## src/rtl/input_vc_arbiter_if.sv

```systemverilog
// Handshake bundle between the input VC buffers/source, the output allocator and the arbiter.
interface input_vc_arbiter_if #(
    parameter int unsigned vc_num     = 3,
    parameter int unsigned prio_num   = 2,
    parameter int unsigned output_num = 8
);
    localparam int unsigned n  = vc_num * prio_num;
    localparam int unsigned vw = (n > 1) ? $clog2(n) : 1;

    logic [n-1:0]          i_has_packet;
    logic [output_num-1:0] dest_i [n];
    logic [vw-1:0]         output_vc_i [n];
    logic [n-1:0]          i_credit_avail;
    logic [output_num-1:0] o_req;
    logic [vw-1:0]         o_req_vc;
    logic                  i_grant;
    logic                  cts;
    logic [vw-1:0]         selected_vc;
    logic                  last;
    logic                  o_busy;

    // Arbiter side
    modport master (
        input  i_has_packet, dest_i, output_vc_i, i_credit_avail, i_grant, last,
        output o_req, o_req_vc, cts, selected_vc, o_busy
    );

    // Source / allocator side
    modport slave (
        output i_has_packet, dest_i, output_vc_i, i_credit_avail, i_grant, last,
        input  o_req, o_req_vc, cts, selected_vc, o_busy
    );
endinterface

```

## src/rtl/input_vc_arbiter.sv

```systemverilog
// Input-port VC arbiter: picks one eligible VC (strict priority between levels,
// round-robin inside a level), requests its switch output, then grants the
// source clear-to-send until the packet tail.
module input_vc_arbiter #(
    parameter int unsigned vc_num     = 3,
    parameter int unsigned prio_num   = 2,
    parameter int unsigned output_num = 8
) (
    input  logic                clk,
    input  logic                reset,
    input_vc_arbiter_if.master  bus
);
    localparam int unsigned n  = vc_num * prio_num;
    localparam int unsigned vw = (n > 1) ? $clog2(n) : 1;
    localparam int unsigned lw = (vc_num > 1) ? $clog2(vc_num) : 1;
    localparam int unsigned pw = (prio_num > 1) ? $clog2(prio_num) : 1;

    typedef enum logic [1:0] {
        IDLE = 2'd0,
        REQ  = 2'd1,
        XFER = 2'd2
    } state_t;

    state_t                state;
    logic [output_num-1:0] req_q;
    logic [vw-1:0]         req_vc_q;
    logic [vw-1:0]         sel_q;
    logic                  cts_q;
    logic                  busy_q;
    logic [lw-1:0]         rr_ptr [prio_num];

    logic [n-1:0]          elig_c;
    logic                  win_valid_c;
    logic [vw-1:0]         win_c;
    logic [pw-1:0]         sel_level_c;
    logic [lw-1:0]         sel_local_c;

    // A VC is eligible with a pending packet, a one-hot destination and credit on its output VC
    always_comb begin
        elig_c = '0;
        for (int v = 0; v < int'(n); v++) begin
            elig_c[vw'(v)] = bus.i_has_packet[vw'(v)]
                           && $onehot(bus.dest_i[vw'(v)])
                           && bus.i_credit_avail[bus.output_vc_i[vw'(v)]];
        end
    end

    // Highest level with any eligible VC wins; inside it search from rr_ptr+1 with wrap
    always_comb begin
        win_valid_c = 1'b0;
        win_c       = '0;
        for (int p = int'(prio_num) - 1; p >= 0; p--) begin
            for (int k = 1; k <= int'(vc_num); k++) begin
                if (!win_valid_c &&
                    elig_c[vw'(p * int'(vc_num) + ((int'(rr_ptr[pw'(p)]) + k) % int'(vc_num)))]) begin
                    win_valid_c = 1'b1;
                    win_c       = vw'(p * int'(vc_num) + ((int'(rr_ptr[pw'(p)]) + k) % int'(vc_num)));
                end
            end
        end
    end

    // Level and in-level index of the selected VC, used for the pointer update
    always_comb begin
        sel_level_c = pw'(int'(sel_q) / int'(vc_num));
        sel_local_c = lw'(int'(sel_q) % int'(vc_num));
    end

    // Control FSM with registered outputs; pointers move only on a completed packet
    always_ff @(posedge clk) begin
        if (reset) begin
            state    <= IDLE;
            req_q    <= '0;
            req_vc_q <= '0;
            sel_q    <= '0;
            cts_q    <= 1'b0;
            busy_q   <= 1'b0;
            for (int p = 0; p < int'(prio_num); p++) begin
                rr_ptr[pw'(p)] <= '0;
            end
        end else begin
            case (state)
                IDLE: begin
                    if (win_valid_c) begin
                        state    <= REQ;
                        busy_q   <= 1'b1;
                        sel_q    <= win_c;
                        req_q    <= bus.dest_i[win_c];
                        req_vc_q <= bus.output_vc_i[win_c];
                    end
                end
                REQ: begin
                    if (bus.i_grant) begin
                        state <= XFER;
                        req_q <= '0;
                        cts_q <= 1'b1;
                    end else if (!bus.i_has_packet[sel_q]) begin
                        state  <= IDLE;
                        req_q  <= '0;
                        busy_q <= 1'b0;
                    end
                end
                XFER: begin
                    if (bus.last) begin
                        state               <= IDLE;
                        cts_q               <= 1'b0;
                        busy_q              <= 1'b0;
                        rr_ptr[sel_level_c] <= sel_local_c;
                    end
                end
                default: begin
                    state  <= IDLE;
                    req_q  <= '0;
                    cts_q  <= 1'b0;
                    busy_q <= 1'b0;
                end
            endcase
        end
    end

    assign bus.o_req       = req_q;
    assign bus.o_req_vc    = req_vc_q;
    assign bus.selected_vc = sel_q;
    assign bus.cts         = cts_q;
    assign bus.o_busy      = busy_q;
endmodule

```

## src/flat_wrapper.sv

```systemverilog
// flat-port wrapper written by rule: the top's interface ports become plain ports
module input_vc_arbiter_flat 
#(
    parameter int unsigned vc_num     = 3,
    parameter int unsigned prio_num   = 2,
    parameter int unsigned output_num = 8
)
  (clk, reset, bus_i_has_packet, bus_dest_i, bus_output_vc_i, bus_i_credit_avail, bus_i_grant, bus_last, bus_o_req, bus_o_req_vc, bus_cts, bus_selected_vc, bus_o_busy);
  input_vc_arbiter_if #(.vc_num(vc_num), .prio_num(prio_num), .output_num(output_num)) bus_i ();
  input  logic clk;
  input  logic reset;
  input wire logic [$bits(bus_i.i_has_packet)-1:0] bus_i_has_packet;
  input wire logic [$bits(bus_i.dest_i)-1:0] bus_dest_i;
  input wire logic [$bits(bus_i.output_vc_i)-1:0] bus_output_vc_i;
  input wire logic [$bits(bus_i.i_credit_avail)-1:0] bus_i_credit_avail;
  input wire logic [$bits(bus_i.i_grant)-1:0] bus_i_grant;
  input wire logic [$bits(bus_i.last)-1:0] bus_last;
  output wire logic [$bits(bus_i.o_req)-1:0] bus_o_req;
  output wire logic [$bits(bus_i.o_req_vc)-1:0] bus_o_req_vc;
  output wire logic [$bits(bus_i.cts)-1:0] bus_cts;
  output wire logic [$bits(bus_i.selected_vc)-1:0] bus_selected_vc;
  output wire logic [$bits(bus_i.o_busy)-1:0] bus_o_busy;
  assign bus_i.i_has_packet = bus_i_has_packet;
  assign bus_i.dest_i = {>>{bus_dest_i}};
  assign bus_i.output_vc_i = {>>{bus_output_vc_i}};
  assign bus_i.i_credit_avail = bus_i_credit_avail;
  assign bus_i.i_grant = bus_i_grant;
  assign bus_i.last = bus_last;
  assign bus_o_req = bus_i.o_req;
  assign bus_o_req_vc = bus_i.o_req_vc;
  assign bus_cts = bus_i.cts;
  assign bus_selected_vc = bus_i.selected_vc;
  assign bus_o_busy = bus_i.o_busy;
  input_vc_arbiter #(.vc_num(vc_num), .prio_num(prio_num), .output_num(output_num)) u_core (.clk(clk), .reset(reset), .bus(bus_i));
endmodule
```

## config.mk

```make
export PLATFORM = sky130hd
export DESIGN_NAME = input_vc_arbiter_flat
export DESIGN_NICKNAME = d
export VERILOG_FILES = /design/src/rtl/input_vc_arbiter_if.sv /design/src/rtl/input_vc_arbiter.sv /design/src/flat_wrapper.sv
export SDC_FILE = /design/constraint.sdc
export NUM_CORES = 1
export LEC_CHECK = 0
export CAP_MARGIN = 20
export CORE_MARGIN = 2
export CORE_UTILIZATION = 45
export DETAILED_ROUTE_END_ITERATION = 8
export PLACE_DENSITY = 0.85
export SLEW_MARGIN = 20
export SYNTH_ARGS = -nofsm -noshare
export SYNTH_HDL_FRONTEND = slang
export SYNTH_SLANG_ARGS = --single-unit
```

## constraint.sdc

```tcl
create_clock -name clk -period 6.45 [get_ports clk]
set_input_delay 0.9675 -clock clk [delete_from_list [all_inputs] [get_ports clk]]
set_output_delay 0.9675 -clock clk [all_outputs]
set_load 0.005 [all_outputs]
```

==> results of run 1 <==
==> logic make-up after synthesis <==
kind of cell	after synthesis	share of synthesized area [%]
XOR/XNOR	1	0.279
flip-flops	22	15.3
multiplexers	54	18.3
adder cells (fa/ha/maj)	52	24.5
buffers and inverters	60	8.99
AND/OR/NAND/NOR	78	15.8
AO/OA/AOI/OAI	60	16.9
==> synth_stat cells (all sizes together), types with 6 or more instances <==
| cell type | instances |
|---|---|
| inv | 50 |
| mux2i | 42 |
| ha | 36 |
| dfxtp | 18 |
| fa | 16 |
| nor2 | 14 |
| nand2 | 13 |
| mux2 | 11 |
| a22o | 10 |
| a21oi | 8 |
| nand3 | 7 |
| o21ai | 7 |
| and3 | 6 |
| clkbuf | 6 |
| nor3 | 6 |
| nor4 | 6 |
==> power breakdown <==
part	switching (mW)	leakage (nW)	internal (mW)
Sequential	0.0115	0.187	0.155
Clock	0.0444	0.0288	0.0545
Combinational	0.167	1.70	0.174
==> layer usage <==
| layer | GRT usage [%] | up-vias | share of wire (%) | wire length [um] |
|---|---|---|---|---|
| li1 | - | 1335 | - | - |
| met1 | 27.3 | 1250 | 45 | 3580 |
| met2 | 38.2 | 87 | 48 | 3760 |
| met3 | 1.89 | 7 | 5.7 | 452 |
| met4 | 6.15 | 0 | 1.2 | 98 |
| met5 | 0 | - | 0 | 0 |
==> through the flow <==
step,hold slack [ns],power (mW)
after floorplan,0.474,0.388
after global placement,0.464,0.500
final,0.480,0.607
after global routing,0.515,0.654
after CTS,0.486,0.612
after detailed placement,0.463,0.512
==> state kept, by name (all words and copies together) (netlist names) <==
signal and cells:
u_core.rr_ptr 4, u_core.bus.o_busy 1, u_core.bus.selected_vc 3, u_core.bus.cts 1, u_core.bus.o_req_vc 3, u_core.bus.o_req 8
u_core.state 2
==> placed cells by master (no fill, tap or decap), drive strengths merged, types with 6 or more instances in the layout <==
cell and n:
a21oi 8, a22o 10, and3 6, clkdlybuf4s50 75, dfxtp 18, fa 16, ha 36, inv 50
mux2 11, mux2i 42, nand2 13, nand3 7, nor2 14, nor3 6, nor4 6, o21ai 7
==> critical path: cells and delay by family <==
family | cells | cell delay, ns
AND/OR/NAND/NOR | 5 | 0.97
adder cells (fa/ha/maj) | 5 | 1.97
buffers and inverters | 4 | 0.77
AO/OA/AOI/OAI | 4 | 1.16
multiplexers | 1 | 0.31
==> final cells by class <==
type / count / area [um^2] / share of cell area (%)
tap: 96 / 120 / 2.98
timing repair buffer: 80 / 801 / 19.9
inverter: 50 / 188 / 4.66
multi-input combinational: 245 / 2380 / 59.2
clock buffer: 4 / 55.1 / 1.37
sequential: 22 / 480 / 11.9
==> worst max-delay path by stage <==
stage | start | endpoint | cells after the start
after floorplan | bus_dest_i[24] | u_core.bus.o_req_vc[1]$_SDFFE_PP0P_ | 17
after global placement | bus_dest_i[40] | u_core.bus.o_req_vc[2]$_SDFFE_PP0P_ | 19
after detailed placement | bus_dest_i[24] | u_core.bus.o_req_vc[2]$_SDFFE_PP0P_ | 19
after CTS | bus_dest_i[24] | u_core.bus.o_req_vc[1]$_SDFFE_PP0P_ | 18
after global routing | bus_dest_i[24] | u_core.bus.o_req[5]$_SDFFE_PP0P_ | 19
final | bus_dest_i[40] | u_core.bus.o_req_vc[1]$_SDFFE_PP0P_ | 19
==> results.py, run 1 <==
metrics = {
    "critical_path": {
        "cells_traversed_along_the_worst_timing_path": "clkdlybuf4s50_1 > ha_1 > fa_1 > inv_1 > fa_1 > inv_1 > ha_1 > fa_1 > nor4b_4 > o311ai_2 > nand3b_4 > o31a_1 > and3_4 > and4b_4 > a211oi_4 > buf_12 > mux2i_1 > nor3_1 > a311o_1",
        "reg2regPathDepth": 11,
        "crit_required_ns": 6.61,
        "critical-path-top-cell-by-count": "fa_1",
        "crit_path_max_fanout": 20,
        "cp-start-kind": "input port",
        "max_stage_delay_ns": 0.53,
        "r2r-end": "u_core.bus.o_req_vc[1]$_SDFFE_PP0P_",
        "cp.arrival_ns": 6.14,
        "cp_class": "in2reg",
        "ff2ff_setup_slack_ns": 2.95,
        "slowest_stage": "fa_1",
        "setup.worst_path.end_class": "register",
        "regToRegStartpoint": "u_core.rr_ptr[0][1]$_SDFFCE_PN0P_",
    },
    "floorplanning": {
        "die_width_um": 87.6,
        "die-height_um": 87.6,
        "floorplan.die_area_um2": 7670,
        "ios": 98,
        "rows": 30,
        "core_area_um2": 6790,
        "floorplan.initialDensity_pct": 46.3,
    },
    "timing": {
        "finalSetupViolations": 0,
        "final_slew_violations": 0,
        "setup_slack_ns": 0.474,
        "rsz0062_at_grt": "no",
        "timing.slew.headroom_pct": 42.5,
        "hold_viol_final": 0,
        "clk_skew_ns": 0.00589,
        "achievable_clock_frequency_ghz": 0.167,
        "final_setup_tns_ns": 0,
        "final.min_clock_period_ns": 5.98,
        "worstMarginPinSlew_ns": 0.860,
        "finalCritPeriodShare_pct": 92.6,
    },
    "clock_tree": {
        "cts-buffers-inserted": 3,
        "clk_pin_slew_worst_paths_ns": 0.08,
        "tritoncts": "built",
        "post_cts_repair_resize_count": 0,
        "clk_latency_ns": 0.27,
        "postCtsSetupRepairBufs": 0,
        "cts_num_sinks": 22,
        "cts-root-buf": "clkbuf_8",
        "cts.hold.buffers_added": 0,
        "maximum_count_of_clock_buffers_along_a_single_path": 2,
        "h-tree-depth": 1,
    },
    "hold_path": {
        "timing.hold.worst.class": "reg2reg",
        "whs_path_depth": 1,
        "holdCritStartpoint": "u_core.bus.o_req[1]$_SDFFE_PP0P_",
        "timing.hold.worst_endpoint": "u_core.bus.o_req[1]$_SDFFE_PP0P_",
    },
    "synthesis": {
        "netlist-cell-type-count": 72,
        "ys.flop_type": "dfxtp_1",
        "synth_area_leaders": "ha_1, mux2i_1, dfxtp_1, fa_1, inv_1",
        "synth-warning-count": 0,
        "syn_avg_cell_area_um2": 9.62,
        "synth_sequential_area_ratio_pct": 15.3,
        "yosys.area.top_type": "ha_1",
        "synthArstFlopShare_pct": 0,
        "synthesis.nets": 461,
        "synth-seq-cells": 22,
        "syn_inst": 327,
        "synthesis.area_um2": 3140,
        "synth_enable_flop_cells": 4,
        "synthDominantCellAreaShare_pct": 14.3,
    },
    "placed_design": {
        "placement.setup.worst_slack_ns": 0.183,
        "place.gp.congestion": 0.941,
        "post_dp_cell_area_um2": 3970,
        "buffer_ports.inserted": 75,
        "place.detailed.hpwl_um": 6700,
        "dpl.cell_count": 493,
    },
    "global_routing": {
        "grt-ovfl-total": 0,
        "largest_net_degree_at_the_start_of_global_routing": 21,
        "global_route.usage.total_pct": 21.3,
        "grt_pass1_vias": 2754,
        "wire_length_of_the_first_global_routing_pass_um": 12900,
        "number_of_antenna_violations_at_the_first_check_in_global_routing": 0,
    },
    "drt": {
        "drc_errors": 0,
        "antenna_violating_nets_post_route": 0,
        "route.detailed.vias_per_inst": 5.39,
        "vias": 2679,
        "wire_per_inst_um": 15.9,
        "detailedRoute.firstPassIterationCount": 4,
        "drt_iter0_drc": 142,
        "aggregate_routed_wire_length_um": 7890,
    },
    "final_layout": {
        "syn2layout_area_growth_pct": 28.0,
        "design_area_um2": 4030,
        "finalNetCount": 536,
        "post_route_cells_drive_above_1_share_pct": 9.73,
        "antenna_cells": 0,
        "post_layout_nonfiller_instances": 497,
        "filler_cells": 570,
        "final_standard_cell_utilization_of_the_core_pct": 59.2,
    },
    "pwr": {
        "vdd_drop_max_mv": 0.142,
        "p_leak_nw": 1.91,
        "powerDensity_nw_per_um2": 151,
    },
    "outcome": {
        "status": "complete, no violations",
    },
    "run": {
        "drv.max_cap_violation_count": 0,
    },
}
Note: power is estimated with default switching activity, not from simulation.
==> run 2: changes to the inputs <==
GPL_TIMING_DRIVEN = 0   (was not set)
==> run 2 against run 1 <==
Compared with the run above: via count increased by 2.4%; routed wire length is 0.54% higher; power down 1.2%; sequential cell count is the same; register-to-register slack got worse by 0.08 ns; critical endpoint is now u_core.bus.o_req[4]$_SDFFE_PP0P_; setup slack worse by 0.25 ns; critical path type unchanged; combinational power is 2% higher; worst hold slack improved by 0.0020 ns.
==> results.py, run 2 (synthesis results as in run 1) <==
metrics = {
    "drt": {
        "route.detailed.vias_per_inst": 5.46,
        "aggregate_routed_wire_length_um": 7930,
        "wire_per_inst_um": 15.8,
        "antenna_violating_nets_post_route": 0,
        "drt_iter0_drc": 178,
        "vias": 2743,
        "detailedRoute.firstPassIterationCount": 4,
        "drc_errors": 0,
    },
    "clock_tree": {
        "cts-root-buf": "clkbuf_8",
        "cts_num_sinks": 22,
        "cts.hold.buffers_added": 0,
        "cts-buffers-inserted": 3,
        "tritoncts": "built",
        "clk_latency_ns": 0.26,
        "post_cts_repair_resize_count": 0,
        "postCtsSetupRepairBufs": 0,
        "clk_pin_slew_worst_paths_ns": 0.07,
        "h-tree-depth": 1,
        "maximum_count_of_clock_buffers_along_a_single_path": 2,
    },
    "pwr": {
        "design_power_total_uw": 600,
        "vdd_drop_max_mv": 0.122,
        "p_leak_nw": 1.93,
        "powerDensity_nw_per_um2": 148,
    },
    "timing": {
        "timing.slew.headroom_pct": 52.6,
        "finalSetupViolations": 0,
        "rsz0062_at_grt": "no",
        "hold_viol_final": 0,
        "clk_skew_ns": 0.00840,
        "finalCritPeriodShare_pct": 96.5,
        "final_slew_violations": 0,
        "achievable_clock_frequency_ghz": 0.161,
        "worstMarginPinSlew_ns": 0.705,
        "final_setup_tns_ns": 0,
        "worst_hold_slack_ns": 0.482,
        "final.min_clock_period_ns": 6.23,
    },
    "final_layout": {
        "seq_area_um2": 480,
        "largest_register_ffs": 8,
        "antenna_cells": 0,
        "post_route_cells_drive_above_1_share_pct": 9.85,
        "filler_cells": 586,
        "final_cell_mix": "clkdlybuf4s50_1, inv_1, mux2i_1",
        "most_common_library_cell_in_the_layout_ignoring_fill_and_taps": "clkdlybuf4s50_1",
        "syn2layout_area_growth_pct": 29.1,
        "finalNetCount": 541,
        "multi_input_area_um2": 2380,
    },
    "global_routing": {
        "global_route.usage.total_pct": 21.5,
        "number_of_antenna_violations_at_the_first_check_in_global_routing": 0,
        "grt_pass1_vias": 2725,
        "grt-ovfl-total": 0,
        "largest_net_degree_at_the_start_of_global_routing": 13,
        "wire_length_of_the_first_global_routing_pass_um": 13000,
    },
    "floorplanning": {
        "floorplan.die_area_um2": 7670,
        "core_area_um2": 6790,
        "ios": 98,
        "floorplan.initialDensity_pct": 46.3,
        "rows": 30,
        "die-height_um": 87.6,
        "die_width_um": 87.6,
    },
    "placed_design": {
        "buffer_ports.inserted": 75,
        "place.gp.congestion": 0.903,
        "place.detailed.hpwl_um": 6700,
    },
    "critical_path": {
        "slowest_stage": "fa_1",
        "max_stage_delay_ns": 0.55,
        "cp_class": "in2reg",
        "crit_required_ns": 6.60,
        "cp-start-kind": "input port",
        "critical-path-top-cell-by-count": "fa_1",
        "cp.arrival_ns": 6.38,
        "ff2ff_setup_slack_ns": 2.87,
        "setup.worst_path.end_class": "register",
        "crit_path_max_fanout": 10,
        "cells_traversed_along_the_worst_timing_path": "clkdlybuf4s50_1 > ha_1 > fa_1 > inv_1 > fa_1 > inv_1 > ha_1 > fa_1 > nor4b_2 > o211a_2 > o21ai_2 > nor4b_1 > a311oi_4 > and4b_4 > a211oi_4 > buf_6 > mux2i_1 > mux2i_1 > a22o_1",
    },
    "hold_path": {
        "timing.hold.worst.class": "reg2reg",
    },
    "outcome": {
        "status": "complete, no violations",
    },
    "run": {
        "drv.max_cap_violation_count": 0,
    },
}
## run 2: routing by layer
layer / wire, um / GRT usage, % / share of wire [%]
met2: 3700 / 36.6 / 47
met3: 497 / 1.79 / 6.3
met5: 0 / 0 / 0
met4: 101 / 6.15 / 1.3
met1: 3640 / 29.2 / 46
## run 2: worst paths after layout
kind / end / cells past startpoint / startpoint
worst max-delay path: u_core.bus.o_req[4]$_SDFFE_PP0P_ / 19 / bus_dest_i[24]
worst min-delay path: u_core.bus.o_req[6]$_SDFFE_PP0P_ / 1 / u_core.bus.o_req[6]$_SDFFE_PP0P_
worst max register to register: u_core.bus.o_req[4]$_SDFFE_PP0P_ / 11 / u_core.rr_ptr[0][1]$_SDFFCE_PN0P_
worst min register to register: u_core.bus.o_req[6]$_SDFFE_PP0P_ / 1 / u_core.bus.o_req[6]$_SDFFE_PP0P_
## run 2: area by class of cell
| class | instances | area share, % |
|---|---|---|
| Timing Repair Buffer | 75 | 18.5 |
| Clock buffer | 4 | 1.11 |
| Multi-Input combinational cell | 245 | 58.6 |
| Sequential cell | 22 | 11.8 |
| Tap cell | 96 | 2.96 |
| Inverter | 50 | 4.62 |
| Buffer | 10 | 2.34 |
## run 2: where the power goes
part / internal, mW / switching, mW / total [mW]
sequential: 0.155 / 0.0101 / 0.165
clock: 0.0440 / 0.0419 / 0.0860
combinational: 0.176 / 0.173 / 0.349
total: 0.375 / 0.225 / 0.600
## run 2: critical path: cells and delay by family
kind	cells	cell delay [ns]
compound gates	5	1.11
mux	2	0.48
simple gates	3	1.05
buf+inv	4	0.79
fa+ha+maj	5	1.98
## run 2: per-stage QoR
step | cell area, um^2 | util (%) | cells | worst slack (ns)
after floorplan | 3140 | - | 327 | 0.948
after global placement | 4020 | 59.1 | 498 | 0.0986
after global routing | 4060 | 59.8 | 502 | 0.0254
after CTS | 4060 | 59.8 | 502 | 0.275
after detailed placement | 4020 | 59.1 | 498 | 0.00251
final | 4060 | 59.8 | 502 | 0.224
==> run 3: changes to the inputs <==
CORE_UTILIZATION = 48   (was 45)
PLACE_DENSITY = 0.89   (was 0.85)
==> run 3 against run 2 <==
Compared with the run above: die area is 6.0% lower; final area is 0.28% lower; sequential share of layout area hardly changed; maximum frequency is 0.67% lower; count of clock-buffer cells in the layout is 1 lower; setup slack worse by 0.042 ns; critical path depth is 1 lower; combinational power is 2% higher; critical endpoint is now u_core.bus.o_req_vc[2]$_SDFFE_PP0P_; largest power group unchanged.
==> results.py, run 3 (synthesis results as in run 1) <==
metrics = {
    "floorplanning": {
        "floorplan.initialDensity_pct": 49.5,
        "core_area_um2": 6350,
        "rows": 29,
        "die_width_um": 84.9,
        "die-height_um": 84.9,
        "ios": 98,
        "floorplan.die_area_um2": 7210,
    },
    "final_layout": {
        "final_cell_mix": "clkdlybuf4s50_1, inv_1, mux2i_1",
        "post_route_cells_drive_above_1_share_pct": 10.3,
        "seq_area_um2": 480,
        "finalNetCount": 541,
        "filler_cells": 485,
        "multi_input_area_um2": 2390,
        "antenna_cells": 0,
        "syn2layout_area_growth_pct": 28.8,
        "largest_register_ffs": 8,
        "most_common_library_cell_in_the_layout_ignoring_fill_and_taps": "clkdlybuf4s50_1",
        "post_layout_nonfiller_instances": 483,
    },
    "critical_path": {
        "critical-path-top-cell-by-count": "fa_1",
        "setup.worst_path.end_class": "register",
        "cp_class": "in2reg",
        "regToRegStartpoint": "u_core.rr_ptr[0][0]$_SDFFCE_PN0P_",
        "timing.critical_path.buf_inv": 3,
        "crit_required_ns": 6.60,
        "top_delay_family_on_crit_path": "adder cells",
        "slowest_stage": "fa_1",
        "cells_traversed_along_the_worst_timing_path": "clkdlybuf4s50_1 > ha_1 > fa_1 > inv_1 > fa_1 > inv_1 > ha_1 > fa_1 > nor4b_2 > o211ai_2 > a2111oi_0 > a21oi_1 > and3_4 > and4b_4 > a211oi_4 > mux2_1 > and3_1 > a311o_1",
        "r2r-end": "u_core.bus.o_req_vc[2]$_SDFFE_PP0P_",
        "cp.arrival_ns": 6.42,
        "ff2ff_setup_slack_ns": 2.96,
        "max_stage_delay_ns": 0.55,
        "crit_path_max_fanout": 5,
        "cp-start-kind": "input port",
        "reg2regPathDepth": 10,
    },
    "hold_path": {
        "whs_path_depth": 1,
        "holdCritStartpoint": "u_core.bus.o_req_vc[0]$_SDFFE_PP0P_",
        "timing.hold.worst_endpoint": "u_core.bus.o_req_vc[0]$_SDFFE_PP0P_",
        "timing.hold.worst.class": "reg2reg",
    },
    "pwr": {
        "power.switching_fraction_pct": 38.9,
        "powerDensity_nw_per_um2": 152,
        "power.sequential.fraction_pct": 27.2,
        "internal_power_uw": 376,
        "clock_power_share_pct": 14.9,
        "vdd_drop_max_mv": 0.136,
        "combPwrFrac_pct": 58.0,
        "power.switching_uw": 239,
        "p_leak_nw": 1.93,
    },
    "clock_tree": {
        "clk_latency_ns": 0.27,
        "post_cts_repair_resize_count": 0,
        "cts.hold.buffers_added": 0,
        "cts-buffers-inserted": 3,
        "cts-root-buf": "clkbuf_8",
        "clk_pin_slew_worst_paths_ns": 0.09,
        "tritoncts": "built",
        "postCtsSetupRepairBufs": 0,
        "cts_num_sinks": 22,
        "h-tree-depth": 1,
        "maximum_count_of_clock_buffers_along_a_single_path": 2,
    },
    "global_routing": {
        "grt_pass1_vias": 2867,
        "number_of_antenna_violations_at_the_first_check_in_global_routing": 0,
        "global_route.usage.total_pct": 24.2,
        "largest_net_degree_at_the_start_of_global_routing": 13,
        "wire_length_of_the_first_global_routing_pass_um": 14000,
        "grt-ovfl-total": 0,
    },
    "timing": {
        "finalSetupViolations": 0,
        "clk_skew_ns": 0.00674,
        "final_slew_violations": 0,
        "timing.slew.headroom_pct": 52.5,
        "finalCritPeriodShare_pct": 97.2,
        "achievable_clock_frequency_ghz": 0.160,
        "rsz0062_at_grt": "no",
        "hold_viol_final": 0,
        "worstMarginPinSlew_ns": 0.712,
        "final.min_clock_period_ns": 6.27,
        "final_setup_tns_ns": 0,
    },
    "run": {
        "drv.max_cap_violation_count": 0,
    },
    "placed_design": {
        "dpl.cell_count": 479,
        "buffer_ports.inserted": 75,
        "place.gp.congestion": 0.978,
        "place.detailed.hpwl_um": 6960,
    },
    "outcome": {
        "status": "complete, no violations",
    },
    "drt": {
        "wire_per_inst_um": 17.4,
        "route.detailed.vias_per_inst": 5.75,
        "drt_iter0_drc": 266,
        "antenna_violating_nets_post_route": 0,
        "drc_errors": 0,
        "vias": 2778,
        "aggregate_routed_wire_length_um": 8390,
        "detailedRoute.firstPassIterationCount": 4,
    },
}
==> run 3: changes by cell type in the layout (fill, tap and decap cells not counted) <==
| cell | before | now |
|---|---|---|
| clkbuf_1 | 4 | 3 |
| clkinv_1 | 0 | 1 |
| nor4_1 | 5 | 4 |
| nor4_2 | 1 | 2 |
| nor4b_1 | 1 | 0 |
| nor4b_2 | 1 | 2 |
==> run 3: cell type report <==
type | count | share of cell area (%)
buffer | 10 | 2.35
timing repair buffer | 75 | 18.5
clock inverter | 1 | 0.0927
clock buffer | 3 | 1.02
sequential | 22 | 11.9
tap | 77 | 2.38
inverter | 50 | 4.64
multi-input combinational | 245 | 59.1
==> run 3: routing by layer <==
layer	track usage, %	share of wire [%]	vias to the layer above
met1	32.0	45	1328
met2	41.4	47	85
li1	-	-	1342
met5	0	0	-
met4	6.64	2.2	0
met3	3.40	5.3	23
==> run 3: worst max path at each step <==
stage | start | endpoint | depth (start not counted)
2_1_floorplan | bus_dest_i[24] | u_core.bus.o_req_vc[1]$_SDFFE_PP0P_ | 17
3_3_place_gp | bus_dest_i[16] | u_core.bus.o_req_vc[2]$_SDFFE_PP0P_ | 17
3_5_place_dp | bus_dest_i[17] | u_core.bus.o_req_vc[2]$_SDFFE_PP0P_ | 17
4_1_cts | bus_dest_i[17] | u_core.bus.o_req_vc[2]$_SDFFE_PP0P_ | 17
5_1_grt | bus_dest_i[24] | u_core.bus.o_req_vc[2]$_SDFFE_PP0P_ | 18
6_report | bus_dest_i[25] | u_core.bus.o_req_vc[2]$_SDFFE_PP0P_ | 18
==> run 3: per-stage QoR <==
step / hold WS (ns) / worst slack (ns) / instance area [um^2] / power (mW) / util, %
finish: 0.497 / 0.182 / 4050 / 0.615 / 63.8
global route: 0.509 / 0.0457 / 4050 / 0.659 / 63.8
CTS: 0.489 / 0.124 / 4040 / 0.611 / 63.6
detailed placement: 0.465 / -0.135 / 3990 / 0.520 / 62.9
global placement: 0.462 / -0.0350 / 3990 / 0.501 / 62.9
floorplan: 0.474 / 0.948 / 3140 / 0.388 / -
==> run 3: power by group through the flow <==
stage / clock network, mW / logic [mW] / registers, mW
floorplan: 0 / 0.220 / 0.168
global placement: 0 / 0.333 / 0.169
detailed placement: 0 / 0.350 / 0.170
CTS: 0.0911 / 0.353 / 0.167
global route: 0.0966 / 0.394 / 0.169
finish: 0.0914 / 0.357 / 0.167
